**src/rtl/au_updn_cnt.sv**
```systemverilog
// Registered up/down counter with parallel load, wrap or saturate limits and
// one-cycle overflow/underflow pulses; both count paths use prefix-AND lookahead.

module au_prefix_and #(
  parameter int WIDTH = 8,
  parameter int ARCH  = 0
) (
  input  logic [WIDTH-1:0] a,
  output logic [WIDTH-1:0] p
);

  // p[i] = &a[i:0]
  function automatic logic [WIDTH-1:0] prefix_ripple(input logic [WIDTH-1:0] x);
    logic [WIDTH-1:0] r;
    r = x;
    for (int i = 1; i < WIDTH; i++) r[i] = r[i] & r[i-1];
    return r;
  endfunction

  function automatic logic [WIDTH-1:0] prefix_kogge_stone(input logic [WIDTH-1:0] x);
    logic [WIDTH-1:0] r;
    logic [WIDTH-1:0] n;
    r = x;
    for (int d = 1; d < WIDTH; d = d * 2) begin
      n = r;
      for (int i = d; i < WIDTH; i++) n[i] = r[i] & r[i-d];
      r = n;
    end
    return r;
  endfunction

  // Each level joins the upper half of every 2d block to the last bit of its lower half.
  function automatic logic [WIDTH-1:0] prefix_sklansky(input logic [WIDTH-1:0] x);
    logic [WIDTH-1:0] r;
    r = x;
    for (int d = 1; d < WIDTH; d = d * 2) begin
      for (int i = 0; i < WIDTH; i++) begin
        if ((i & d) != 0) r[i] = r[i] & r[(i / (2 * d)) * (2 * d) + d - 1];
      end
    end
    return r;
  endfunction

  generate
    if (ARCH == 1) begin : g_kogge_stone
      assign p = prefix_kogge_stone(a);
    end else if (ARCH == 2) begin : g_sklansky
      assign p = prefix_sklansky(a);
    end else begin : g_ripple
      assign p = prefix_ripple(a);
    end
  endgenerate

endmodule

module au_updn_cnt #(
  parameter int               WIDTH   = 8,
  parameter int               ARCH    = 0,
  parameter int               SAT     = 0,
  parameter logic [WIDTH-1:0] RST_VAL = '0
) (
  input  logic             clk,
  input  logic             rst,
  input  logic             ld,
  input  logic [WIDTH-1:0] ld_val,
  input  logic             en,
  input  logic             up,
  output logic [WIDTH-1:0] cnt,
  output logic             zero,
  output logic             max,
  output logic             ovf,
  output logic             unf
);

  localparam logic [WIDTH-1:0] ONE = WIDTH'(1);

  logic [WIDTH-1:0] cnt_inv;
  logic [WIDTH-1:0] inc_and;
  logic [WIDTH-1:0] dec_and;
  logic [WIDTH-1:0] cnt_inc;
  logic [WIDTH-1:0] cnt_dec;
  logic [WIDTH-1:0] cnt_nxt;
  logic             ovf_nxt;
  logic             unf_nxt;

  assign cnt_inv = ~cnt;

  au_prefix_and #(.WIDTH(WIDTH), .ARCH(ARCH)) u_inc_and (.a(cnt),     .p(inc_and));
  au_prefix_and #(.WIDTH(WIDTH), .ARCH(ARCH)) u_dec_and (.a(cnt_inv), .p(dec_and));

  // Bit i flips when every lower bit is one (increment) or zero (decrement).
  assign cnt_inc = cnt ^ ((inc_and << 1) | ONE);
  assign cnt_dec = cnt ^ ((dec_and << 1) | ONE);

  // The full-width prefix terms are the carry-out and borrow-out.
  assign max  = inc_and[WIDTH-1];
  assign zero = dec_and[WIDTH-1];

  always_comb begin
    // NOTE: every output gets a default first so no path leaves it unassigned (no latch).
    cnt_nxt = cnt;
    ovf_nxt = 1'b0;
    unf_nxt = 1'b0;
    if (ld) begin
      cnt_nxt = ld_val;
    end else if (en && up) begin
      ovf_nxt = max;
      cnt_nxt = (max && SAT != 0) ? cnt : cnt_inc;
    end else if (en) begin
      unf_nxt = zero;
      cnt_nxt = (zero && SAT != 0) ? cnt : cnt_dec;
    end
  end

  always_ff @(posedge clk or posedge rst) begin
    // NOTE: sequential state uses non-blocking assignments so all flops update together.
    if (rst) begin
      cnt <= RST_VAL;
      ovf <= 1'b0;
      unf <= 1'b0;
    end else begin
      cnt <= cnt_nxt;
      ovf <= ovf_nxt;
      unf <= unf_nxt;
    end
  end

endmodule
```
**config.mk**
```make
export PLATFORM = sky130hd
export DESIGN_NAME = au_updn_cnt
export DESIGN_NICKNAME = d
export VERILOG_FILES = /design/src/rtl/au_updn_cnt.sv
export SDC_FILE = /design/constraint.sdc
export NUM_CORES = 1
export LEC_CHECK = 0
export ABC_AREA = 1
export CAP_MARGIN = 20
export CORE_MARGIN = 2
export CORE_UTILIZATION = 43
export CTS_CLUSTER_SIZE = 20
export DETAILED_ROUTE_END_ITERATION = 16
export PLACE_DENSITY_LB_ADDON = 0.2
export SYNTH_ARGS = -nofsm -noshare
export SYNTH_HDL_FRONTEND = slang
export SYNTH_SLANG_ARGS = --single-unit
```
**constraint.sdc**
```tcl
create_clock -name clk -period 1.8 [get_ports clk]
set_clock_uncertainty 0.05 [all_clocks]
set_input_delay 0.27 -clock clk [delete_from_list [all_inputs] [get_ports clk]]
set_output_delay 0.27 -clock clk [all_outputs]
set_load 0.02 [all_outputs]
```
* Word level (Yosys, flattened, before mapping) *
Index checks and enable logic that the tools add are counted.

cells by class
  multiplexer cells = 8
  bitwise logic cells = 17
  reductions and logical operators = 2

operator list
  operator            count
  two-way mux 8 bit   3
  bitwise XOR 8 bit   2
  bitwise AND 1 bit   14
  inverter 8 bit      1
  two-way mux 1 bit   5
  nonzero test 3 bit  1
  logical AND 1 bit   1

word-level totals
  register bits after elaboration = 10
  input bits = 13
  output and inout bits = 12

* Longest topological paths before layout *
Gate-level depths: netlist of run 1.

  depth in word-level cells = 11
  depth in mapped cells = 8

* Hierarchy *
From an unflattened synthesis of run 1, not the netlist that was laid out.

unflattened totals
  cell total of the unflattened synthesis = 119
  area, all modules = 840.8 um^2

modules (own cells, without submodules)
  module         times used  cells each  area an instance (um^2)  sequential area each (um^2)
  au_updn_cnt    1           89          670.6                    250.2
  au_prefix_and  2           15          85.1                     0.0

* Worst setup path before layout of run 1 *
No wires, ideal clock.

  path type = flip-flop to output port
  from = register cnt[0]
  to = output zero
  arrival time = 1.327 ns
  setup slack = 0.153 ns
  cell stages (with the launch flop) = 6
  buffers on the path = 0
  cell sequence = dfrtp_1 -> nor2_2 -> nand4_1 -> nor2_1 -> nand2_1 -> nor2_1

between the ends
  cells in the longest elaborated chain, start to end = 8

ends and longest elaborated chain
  what                            RTL line  RTL
  from (decl)                     68        output logic [WIDTH-1:0] cnt,
  from (signal assigned)          122       cnt <= cnt_nxt;
  inverter 8 bit                  86        assign cnt_inv = ~cnt;
  bitwise AND 1 bit (7 in a row)  16        for (int i = 1; i < WIDTH; i++) r[i] = r[i] & r[i-1];
  to (decl)                       69        output logic zero,

No other way between the ends.

* Worst setup path in the final report of run 1 *
  from = register cnt[1]
  to = output zero

The elaborated chain is that of the path after synthesis.

==> results of run 1 <==
-- cell type report --
type	instances	area, µm²
fillers	137	442
flip-flops and latches	10	250
clock buffers	3	22.5
repair buffers	41	360
inverters	11	41.3
multi-input cells	68	388
well taps	16	20.0
-- cell usage in the layout, fill, tap and decap left out --
cell / count
nand2_1: 19
nand4_1: 3
clkdlybuf4s50_1: 22
nand2_2: 1
a22oi_1: 5
o21ai_1: 6
buf_4: 18
nor2_2: 4
nor2_1: 6
nand3_1: 11
inv_1: 8
inv_2: 3
nor4_2: 2
nand3_2: 3
or2_1: 1
clkbuf_4: 3
xor2_1: 3
nor3_4: 1
o211ai_1: 1
o21ai_0: 2
buf_2: 1
dfrtp_1: 10
-- path summary, 6_finish.rpt --
| path | from | end | slack, ps | cells past startpoint |
|---|---|---|---|---|
| min in group clk | cnt[7] | unf | 500 | 1 |
| worst max register to register | cnt[1] | cnt[5] | 300 | 8 |
| max in group asynchronous | rst | cnt[5] | 1160 | 2 |
| worst max-delay path | cnt[1] | zero | 10 | 6 |
| worst min register to register | cnt[7] | unf | 500 | 1 |
| worst min-delay path | rst | cnt[0] | 240 | 2 |
-- metal layers --
metal | GRT usage [%] | vias to the layer above | share of wire (%)
met5 | 0 | - | 0
met4 | 10.9 | 0 | 1.6
met3 | 4.90 | 4 | 6.0
met2 | 34.1 | 27 | 48
met1 | 25.3 | 359 | 45
li1 | - | 394 | -
-- state kept, by name, indices dropped and copies added, names as in the netlist --
signal and count:
ovf 1, unf 1, cnt 8
-- stage by stage --
stage / util (%) / hold slack, ps
4_1_cts: 70.4 / 258
6_report: 71.0 / 242
3_5_place_dp: 69.0 / 489
5_1_grt: 71.0 / 290
3_3_place_gp: 69.0 / 493
2_1_floorplan: - / 60.2
-- logic make-up after synthesis --
logic type | synth area share, %
buf+inv | 10.3
flops | 35.7
compound gates | 12.1
simple gates | 38.1
xor+xnor | 3.74
-- critical path: stages, from the launching register on --
cell and delay (ps):
dfrtp_1 420, nor2_2 160, nand4_1 130, nor2_2 160, nand2_1 80, nor2_1 100, buf_4 150
-- power by group through the flow --
stage	clock, µW	sequential, µW	combinational [µW]
4_1_cts	160	274	286
6_report	155	274	289
3_5_place_dp	0	277	282
2_1_floorplan	0	307	118
3_3_place_gp	0	275	277
5_1_grt	169	277	317
-- timing repair --
item | in CTS | in global routing
hold buffers | 0 | 0
pin swaps | 0 | 2
setup buffers | 0 | 1
setup endpoints to repair | 2 | 1
gates resized for setup | 11 | 1
==> metrics.yaml, run 1 <==
detailed_routing:
  drt_drc_violations_left: 0
  first_pass_iters: 4
  ant_nets: 0
  dr_total_vias: 784
  detail_route.vias_per_cell: 5.26
  wl_per_cell_um: 12.2
  detail_route.iter0.violations: 22
  total_wirelength_of_the_detailed_routed_design_um: 1820
grt:
  overall_global_routing_resource_usage_pct: 20.8
  grt_pass1_wl_um: 3000
  grt_start_max_net_pins: 11
  grt_antenna_before_repair: 0
  grt_pass1_vias: 711
  globalRouteOverflowTotal: 0
synth:
  mappedNetlistNets: 104
  syn_avg_cell_area_um2: 7.71
  ys_async_sr_fraction_pct: 100
  synthFlopType: "dfrtp_1"
  synth_edf_count: 0
  synth_most_common_cell: "nand2_1"
  synth_cells: 91
  synth_cell_types: 20
  synth.cells.most_frequent: "nand2_1 (19), nand3_1 (11), dfrtp_1 (10), inv_1 (9), nor2_1 (7)"
  synthDominantAreaCellType: "dfrtp_1"
  yosysSeqAreaShare_pct: 35.7
  mappedNetlistArea_um2: 702
  post-synth-top-area-fraction_pct: 35.7
  synth.yosys.warnings: 0
  postSynthRegisterBits: 10
  synthTopCellsByArea: "dfrtp_1 (36%), nand2_1 (10%), nand3_1 (7.8%), a22oi_1 (5.3%), inv_1 (4.8%)"
sta:
  timing.final.max_slew_violations: 0
  timing.final.crit_period_ps: 1790
  max_freq_mhz: 560
  setup_total_negative_slack_ps: 0
  slew_headroom_pct: 59.4
  layout_worst_path_cycle_share_pct: 99.2
  grt_setup_unrepaired: "yes"
  setup_slack_ps: 14.9
  report.final.setup_viol: 0
  worstMarginPinSlew_ps: 607
  final-hold-violation-count: 0
critical_path:
  critPathCaptureType: "output port"
  critical_path.max_fanout: 3
  cp.arrival_ps: 1470
  crit_type: "flip-flop to output port"
  worst-endpoint-required_ps: 1480
  critical_path.startpoint_type: "flip-flop"
floorplanning:
  area_enclosed_by_the_die_boundary_um2: 1970
  initial_core_util_pct: 46.1
  die_height_um: 44.4
  ios: 25
  rows: 14
  placeableCoreArea_um2: 1520
  die_x_um: 44.4
cells_and_area:
  drive_above_1_share_pct: 27.1
  area_growth_from_synthesis_to_layout_pct: 54.2
  stdcell_count: 149
  num_antenna_cells: 0
  design.final.nets: 148
  finalInstanceArea_um2: 1080
clock_tree:
  cts.sinks: 10
  root_buffer: "clkbuf_4"
  tritoncts.num_buffers: 3
  tritoncts: "yes"
  h-tree-depth: 1
  clkSlewWorstSetupHoldPaths_ps: 70
  clk_path_buf_depth: 2
  worst_skew_pair.late_latency_ps: 270
place:
  io_buffer_count: 24
  dp_slack_ps: -118
  detailed_place.area_um2: 1050
  detailedPlacementHpwl_um: 1370
  gp_congestion: 0.784
  dp_cells: 145
pwr:
  power.total_uw: 719
  p_leak_uw: 0.000504
  ir_worst_vdd_mv: 0.478
  powerDensity_nw_per_um2: 664
  comb_power_share_pct: 40.2
  internal_power_uw: 467
  pwr-share-seq_pct: 38.2
  power.net_switching_uw: 251
  switching_share_pct: 35.0
  p_clk_share_pct: 21.6
job:
  drv.max_cap_violation_count: 0
worst_hold_path:
  worstHoldPathType: "input port to asynchronous set/reset pin"
status:
  outcome: "finished clean"
(Power assumes the default switching activity.)
==> inputs of run 2 (changes only) <==
--- a/config.mk
+++ b/config.mk
@@ -12,6 +12,7 @@
 export CTS_CLUSTER_SIZE = 20
 export DETAILED_ROUTE_END_ITERATION = 16
 export PLACE_DENSITY_LB_ADDON = 0.2
+export SETUP_SLACK_MARGIN = 0.02
 export SYNTH_ARGS = -nofsm -noshare
 export SYNTH_HDL_FRONTEND = slang
 export SYNTH_SLANG_ARGS = --single-unit
==> results of run 2 <==
Same layout as run 1: the final DEF is identical, and so are final timing and power.
